[src/rtl/apb_pkg.sv]
// rtl/apb_pkg.sv - shared APB widths, state encoding and fixed addresses
package apb_pkg;

   localparam int unsigned APB_ADDR_W = 4;
   localparam int unsigned APB_DATA_W = 16;

   localparam logic [APB_ADDR_W-1:0] RO_ID_ADDR = 4'hF;

   typedef enum logic [1:0] {
      IDLE   = 2'd0,
      SETUP  = 2'd1,
      ACCESS = 2'd2,
      DONE   = 2'd3
   } apb_state_t;

endpackage

[src/rtl/apb_regfile.sv]
// rtl/apb_regfile.sv - fifteen writable 16-bit registers plus read-only ID word at the top address
module apb_regfile
   import apb_pkg::*;
#(
   parameter logic [APB_DATA_W-1:0] ID_VALUE = 16'hA5B0
) (
   input  logic                  pclk,
   input  logic                  preset_n,
   input  logic                  we,
   input  logic [APB_ADDR_W-1:0] waddr,
   input  logic [APB_DATA_W-1:0] wdata,
   input  logic [APB_ADDR_W-1:0] raddr,
   output logic [APB_DATA_W-1:0] rdata
);

   logic [APB_DATA_W-1:0] mem [0:14];

   always_ff @(posedge pclk or negedge preset_n) begin
      if (!preset_n) begin
         for (int i = 0; i < 15; i++) begin
            mem[i] <= '0;
         end
      end else if (we && (waddr != RO_ID_ADDR)) begin
         mem[waddr] <= wdata;
      end
   end

   // The ID address has no storage behind it; it always reads the constant.
   assign rdata = (raddr == RO_ID_ADDR) ? ID_VALUE : mem[raddr];

endmodule

[src/rtl/apb_slave.sv]
// rtl/apb_slave.sv - APB completer with programmable wait states, register file and error on ID write
module apb_slave
   import apb_pkg::*;
#(
   parameter int unsigned           WAIT_STATES = 0,
   parameter logic [APB_DATA_W-1:0] ID_VALUE    = 16'hA5B0
) (
   input  logic                  pclk,
   input  logic                  preset_n,
   input  logic                  pselx,
   input  logic                  penable,
   input  logic [APB_ADDR_W-1:0] paddr,
   input  logic                  pwrite,
   input  logic [APB_DATA_W-1:0] pwdata,
   output logic                  pready,
   output logic [APB_DATA_W-1:0] prdata,
   output logic                  pslverr
);

   localparam logic [3:0] WS_INIT = 4'(WAIT_STATES);

   apb_state_t            state;
   logic [3:0]            cnt;
   logic [APB_ADDR_W-1:0] lat_addr;
   logic                  lat_write;
   logic [APB_DATA_W-1:0] lat_wdata;

   logic [APB_DATA_W-1:0] rd_data;
   logic [APB_DATA_W-1:0] cpl_rdata;
   logic                  cpl_err;
   logic                  wr_en;
   logic                  setup_req;

   assign setup_req = pselx && !penable;
   assign cpl_err   = lat_write && (lat_addr == RO_ID_ADDR);
   assign cpl_rdata = lat_write ? '0 : rd_data;

   // Commit happens on the edge that ends the completion cycle.
   assign wr_en = (state == ACCESS) && pready && lat_write && (lat_addr != RO_ID_ADDR);

   apb_regfile #(
      .ID_VALUE (ID_VALUE)
   ) u_regfile (
      .pclk     (pclk),
      .preset_n (preset_n),
      .we       (wr_en),
      .waddr    (lat_addr),
      .wdata    (lat_wdata),
      .raddr    (lat_addr),
      .rdata    (rd_data)
   );

   always_ff @(posedge pclk or negedge preset_n) begin
      if (!preset_n) begin
         state     <= IDLE;
         cnt       <= '0;
         lat_addr  <= '0;
         lat_write <= 1'b0;
         lat_wdata <= '0;
         pready    <= 1'b0;
         prdata    <= '0;
         pslverr   <= 1'b0;
      end else begin
         pready  <= 1'b0;
         prdata  <= '0;
         pslverr <= 1'b0;
         case (state)
            IDLE: begin
               // An ACCESS strobe with no preceding SETUP is a protocol violation and is dropped.
               if (setup_req) begin
                  state     <= SETUP;
                  lat_addr  <= paddr;
                  lat_write <= pwrite;
                  lat_wdata <= pwdata;
                  cnt       <= WS_INIT;
               end
            end
            SETUP: begin
               if (pselx && penable) begin
                  state <= ACCESS;
                  if (cnt == 4'd0) begin
                     pready  <= 1'b1;
                     prdata  <= cpl_rdata;
                     pslverr <= cpl_err;
                  end
               end else begin
                  state <= IDLE;
                  cnt   <= '0;
               end
            end
            ACCESS: begin
               if (pready) begin
                  state <= DONE;
               end else if (!pselx) begin
                  state <= IDLE;
                  cnt   <= '0;
               end else begin
                  cnt <= cnt - 4'd1;
                  if (cnt == 4'd1) begin
                     pready  <= 1'b1;
                     prdata  <= cpl_rdata;
                     pslverr <= cpl_err;
                  end
               end
            end
            DONE: begin
               if (setup_req) begin
                  state     <= SETUP;
                  lat_addr  <= paddr;
                  lat_write <= pwrite;
                  lat_wdata <= pwdata;
                  cnt       <= WS_INIT;
               end else begin
                  state <= IDLE;
               end
            end
            default: state <= IDLE;
         endcase
      end
   end

endmodule

[config.mk]
export PLATFORM = sky130hd
export DESIGN_NAME = apb_slave
export DESIGN_NICKNAME = d
export VERILOG_FILES = /design/src/rtl/apb_pkg.sv /design/src/rtl/apb_regfile.sv /design/src/rtl/apb_slave.sv
export SDC_FILE = /design/constraint.sdc
export NUM_CORES = 1
export LEC_CHECK = 0
export ABC_CLOCK_PERIOD_IN_PS = 3900
export CORE_MARGIN = 2
export CORE_UTILIZATION = 42
export DETAILED_ROUTE_END_ITERATION = 10
export PLACE_DENSITY = 0.55
export SETUP_SLACK_MARGIN = 0.3
export SLEW_MARGIN = 20
export SYNTH_ARGS = -nofsm -noshare
export SYNTH_HDL_FRONTEND = slang
export SYNTH_HIERARCHICAL = 1
export SYNTH_SLANG_ARGS = --single-unit
[constraint.sdc]
create_clock -name pclk -period 3.9 [get_ports pclk]
set_input_delay 0.78 -clock pclk [delete_from_list [all_inputs] [get_ports pclk]]
set_output_delay 0.78 -clock pclk [all_outputs]
set_load 0.05 [all_outputs]
; Yosys cells after proc, flatten, opt, wreduce, memory -nomap -nowiden
; Cells that the tools add are included.
[word_totals]
regBits = 285
out_inout_bits = 18
input_bits = 25
[op_classes]
n_eq_ne = 11
n_reduce_logical = 15
n_bitwise = 1
addsub = 1
order_cmp = 2
n_mux = 37
[ops]
columns = cell, count
row1 = 240-bit bitwise mux, 1
row2 = 16-bit 2-to-1 mux, 10
row3 = 16-bit binary-select mux with 4-bit select, 1
row4 = 16-bit demux with 4-bit select, 1
row5 = 16-bit one-hot mux with 2 select lines, 1
row6 = 4-bit 2-to-1 mux, 4
row7 = 4-bit one-hot mux with 3 select lines, 1
row8 = 1-bit 2-to-1 mux, 11
row9 = 1-bit logical AND, 8
row10 = 2-bit 2-to-1 mux, 4
row11 = 2-bit one-hot mux with 4 select lines, 1
row12 = 2-bit != test (second input constant), 3
row13 = 5-bit >= comparator (second input constant), 1
row14 = 5-bit by 1-bit < comparator with 1-bit output (second input constant), 1
row15 = 4-bit NOT with 5-bit output, 1
row16 = 2-bit equality test (second input constant), 2
row17 = 4-bit by 1-bit equality test with 1-bit output (second input constant), 1
row18 = 4-bit equality test (second input constant), 1
row19 = 4-bit logical NOT, 1
row20 = 4-bit != test (second input constant), 1
row21 = 1-bit one-hot mux with 2 select lines, 2
row22 = 2-bit AND reduction, 2
row23 = 4-bit by 1-bit subtractor with 4-bit output (second input constant), 1
row24 = 3-bit != test (second input constant), 1
row25 = 6 further kinds, 6

; Depth between registers and ports, before layout
[logic_depth]
word_depth = 10
ltp_mapped = 9
mapped_depth_nobuf = 7

; Hierarchy
; The synthesis kept the hierarchy.
[by_module_without_submodules]
columns = mod, area_per_inst_um2, seq_area_each_um2, n_inst, cells_per_inst
row1 = apb_regfile, 10986.8, 6005.8, 1, 739
row2 = apb_slave, 1881.8, 1126.1, 1, 134

; Worst setup path before layout
; OpenSTA, ideal clock, no wires.
[synth_path]
path_kind = register to register
from = register state[0]
to = register u_regfile/mem[133] in the netlist's numbering
t_arrival_ns = 2.351
required_ns = 3.775
synth_period_minus_slack_ns = 2.476
path_slack_ns = 1.424
path_buffers = 2
path_stages_with_launch = 10
cell_sequence = dfrtp_1 inv_1 ha_1 nand2_1 nor3b_1 nor3b_2 and3_1 buf_2 buf_2 mux2_2
[synth_via]
elab_chain_len = 5
[synth_rtl]
columns = element, line
row1 = start: declaration, apb_slave.sv:22  ; apb_state_t state;
row2 = start signal: assignment, apb_slave.sv:55  ; state <= IDLE;
row3 = start signal: assignment, apb_slave.sv:71  ; state <= SETUP;
row4 = start signal: assignment, apb_slave.sv:80  ; state <= ACCESS;
row5 = 2-bit equality test, apb_slave.sv:39  ; assign wr_en = (state == ACCESS) && pready && lat_write && (lat_addr != RO_ID_ADDR);
row6 = 1-bit logical AND (3 in series), apb_slave.sv:39
row7 = via wr_en, apb_slave.sv:31  ; logic wr_en;
row8 = 1-bit logical AND, apb_regfile.sv:23  ; end else if (we && (waddr != RO_ID_ADDR)) begin
row9 = end signal: indexed assignment, apb_regfile.sv:24  ; mem[waddr] <= wdata;
row10 = end: declaration, apb_regfile.sv:16  ; logic [APB_DATA_W-1:0] mem [0:14];
; The timed path passes the listed nets, and every way through them passes these cells.
; A chain may end at the register's enable or synchronous reset.

; Worst setup path in the final report
[layout_path]
from = register state[0]
to = register u_regfile/mem[157] in the netlist's numbering
; The elaborated chain is that of the path after synthesis.

==> summary.md <==
| Metric | Value |
|---|---|
| Outcome | `finished, final reports clean` |
| CTS Buf Count | `31` |
| Die width | `179 um` |
| Critical path required time | `4.34 ns` |
| Tcrit/Tclk final | `80.1%` |
| Die Y | `around 180 um` |
| Crit end category | `flop` |
| Violation count after the first detailed-route iteration | `532` |
| FF/Latch Area | `slightly above 7000 um2` |
| Cells after Synth | `873` |
| Final setup viols | `0` |
| Ys Warns | `6` |
| Overall Power | `0.00820 W` |
| # IOs | `43` |
| Dpl hpwl | `about 20000 um` |
| Clock skew | `0.00846 ns` |
| # rows | `64` |
| CTS tree | `done` |
| Die Area | `between 30000 and 40000 um2` |
| Wire per inst | `roughly 23 um` |
| #FFs+latches synth | `285` |
| RSZ-0062 raised after global routing | `no` |
| Largest net degree at the start of global routing | `100` |
| LEAKAGE | `7.05 nW` |
| Number of routed nets with antenna violations | `0` |
| CTS clk-pin slew, worst paths | `0.06 ns` |
| I/O Buffers | `42` |
| Crit Path Max Fanout | `7` |
| Multi-input logic area | `5390 um2` |
| DR pass1 iterations | `4` |
| CTS H-tree depth | `1` |
| Syn_area_per_cell | `approximately 15 um2` |
| Layout cell share with drive strength beyond 1 | `42.9%` |
| Clk root buf | `clkbuf_16` |
| Clock Latency Late Sink | `0.55 ns` |
| CTS Sinks | `285` |
| Via Count | `7527` |
| Routability congestion estimate | `approximately 0.79` |
| Post-route setup TNS | `0 ns` |
| Final wirelength | `31200 um` |
| First-pass GRT wire length | `49500 um` |
| Period minus WS final | `3.13 ns` |
| Clock buffer depth | `3` |
| Post-Syn Area | `12900 um2` |
| Post_cts resized | `0` |
| DR vias/cell | `5.63` |
| Final Max Slew Viols | `0` |
| Cts hold-fix bufs | `0` |
| Peak VDD IR | `~0.00037 V` |
| Nets@finish | `between 900 and 1000` |
| CP arrival | `3.56 ns` |
| Rel. slew slack | `about a third` |
| Max Clock Freq | `320 MHz` |
| Pwr dens | `554 nW/um2` |
| Final Hold Vio Count | `0` |
| # DRC | `0` |
| Area growth syn-to-layout | `15.0%` |
| Core area | `slightly above 30000 um2` |
| Initial core utilization | `42.4%` |
| Yosys cell types | `42` |
| Initial antenna violation count | `0` |
| Fin Hold WS | `0.258 ns` |
| Syn Nets | `905` |
| Critical Setup Path Class | `flop to flop` |
| Diodes inserted | `0` |
| Hold Path Class | `primary input to async pin` |
| Slew at the pin with the worst max-slew slack | `1.01 ns` |
| Post-synthesis sequential area ratio | `about 55%` |
| Max cap viols | `0` |
| GRT Overall Usage | `between 20% and 30%` |
| Total gr overflow | `0` |
| Startpoint types | `flop` |
| # Post-CTS Setup Buffers | `0` |
| Vias in the first global route | `8227` |
| Fillcell total | `between 2000 and 3000` |
## per-layer routing
metal / wire length [um] / GRT usage [%] / vias to the layer above
met5: 0 / 0 / -
met4: 993 / 6.61 / 0
met3: 1050 / 2.78 / 63
met2: 14900 / 33.5 / 139
met1: 14200 / 28.3 / 4023
li1: - / - / 3302
## critical path, cell delays in order, from the launching register on
cell and delay (ns):
dfrtp_1 0.40, inv_1 0.14, ha_1 0.30, nand2_1 0.17, nor3b_1 0.43, nand3b_1 0.26
nor2_2 0.65, buf_4 0.30, mux2_2 0.35
## cells in the final DEF (no fill, tap or decap), types with 4 or more instances in the layout
cell / n
buf_12: 6
nand2b_1: 7
nor2_2: 10
clkbuf_8: 10
a21oi_1: 24
clkdlybuf4s50_1: 41
o21ai_0: 16
clkbuf_1: 9
a211oi_1: 5
ha_1: 7
inv_1: 4
mux4_2: 38
clkinv_2: 5
mux2i_1: 41
a221oi_1: 13
dfrtp_1: 282
buf_4: 31
nor2b_1: 7
nand3b_1: 4
nor2_1: 12
mux2_2: 264
nand3_1: 5
clkbuf_16: 31
and2_1: 16
o221ai_1: 10
nand2_1: 14
## cell families after synthesis
group	share of synthesized area [%]
AOI/OAI and AO/OA	4.22
adders and majority gates	0.681
buffers and inverters	2.86
DFF	55.4
muxes	32.9
and+or+nand+nor	3.88
## metrics by stage
step                utilization [%]  cells  instance area, um2  setup WS [ns]
floorplan                         -    873               12900           1.42
global placement               45.5   1282               13800          0.900
detailed placement             45.5   1282               13800          0.792
CTS                            48.7   1338               14800          0.774
global route                   48.7   1338               14800          0.622
finish                         48.7   1338               14800          0.775
## path summary, 6_finish.rpt
kind                                    start            endpoint  slack [ns]  cells after the start
setup / recovery                     state[0]  u_regfile/mem[157]        0.77                      8
hold / removal                       preset_n              cnt[0]        0.26                      1
setup reg to reg                     state[0]  u_regfile/mem[157]        0.77                      8
hold reg to reg            u_regfile/mem[168]  u_regfile/mem[168]        0.50                      1
max in group asynchronous            preset_n  u_regfile/mem[104]        2.70                      2
min in group pclk          u_regfile/mem[168]  u_regfile/mem[168]        0.50                      1
## final cells by class
type | count | area share (%)
clock inverter | 6 | 0.228
timing repair buffer | 79 | 5.26
tap | 396 | 3.35
sequential | 285 | 48.2
clock buffer | 50 | 6.40
inverter | 4 | 0.101
multi-input combinational | 518 | 36.4
## synth_stat cells, drive strengths merged
cell | number | area share (%)
a32oi | 1 | 0.068
nand4b | 1 | 0.12
nor4bb | 1 | 0.078
ha | 7 | 0.68
and2 | 16 | 0.78
buf | 40 | 2.0
mux2i | 41 | 3.2
o2bb2ai | 2 | 0.14
a21boi | 2 | 0.12
a22o | 1 | 0.068
mux2 | 264 | 23
a21oi | 24 | 0.93
a2111oi | 1 | 0.21
a2bb2oi | 1 | 0.068
o211ai | 1 | 0.058
a21bo | 1 | 0.078
nor2b | 7 | 0.34
nand3b | 4 | 0.23
o21ai | 16 | 0.62
nand4 | 1 | 0.049
nor3 | 3 | 0.12
nand3 | 5 | 0.19
nand2b | 7 | 0.34
nor2 | 22 | 0.70
a221oi | 13 | 0.88
inv | 4 | 0.12
dfrtp | 285 | 55
o221ai | 10 | 0.68
nor3b | 3 | 0.21
mux4 | 38 | 6.7
nand2 | 14 | 0.41
clkbuf | 26 | 0.76
or3 | 3 | 0.15
a211oi | 5 | 0.29
and4 | 1 | 0.068
and3 | 2 | 0.097
## where the power goes
group,switching (W),internal [W]
clock,0.00115,0.00164
combinational,0.00105,0.000702
sequential,0.000533,0.00312
## state kept, by name, indices dropped and copies added, names as in the netlist
register       count
u_regfile/mem    240
lat_wdata         16
prdata            16
cnt                4
lat_addr           4
state              2
lat_write          1
pready             1
pslverr            1
Note: power is estimated with default switching activity, not from simulation.
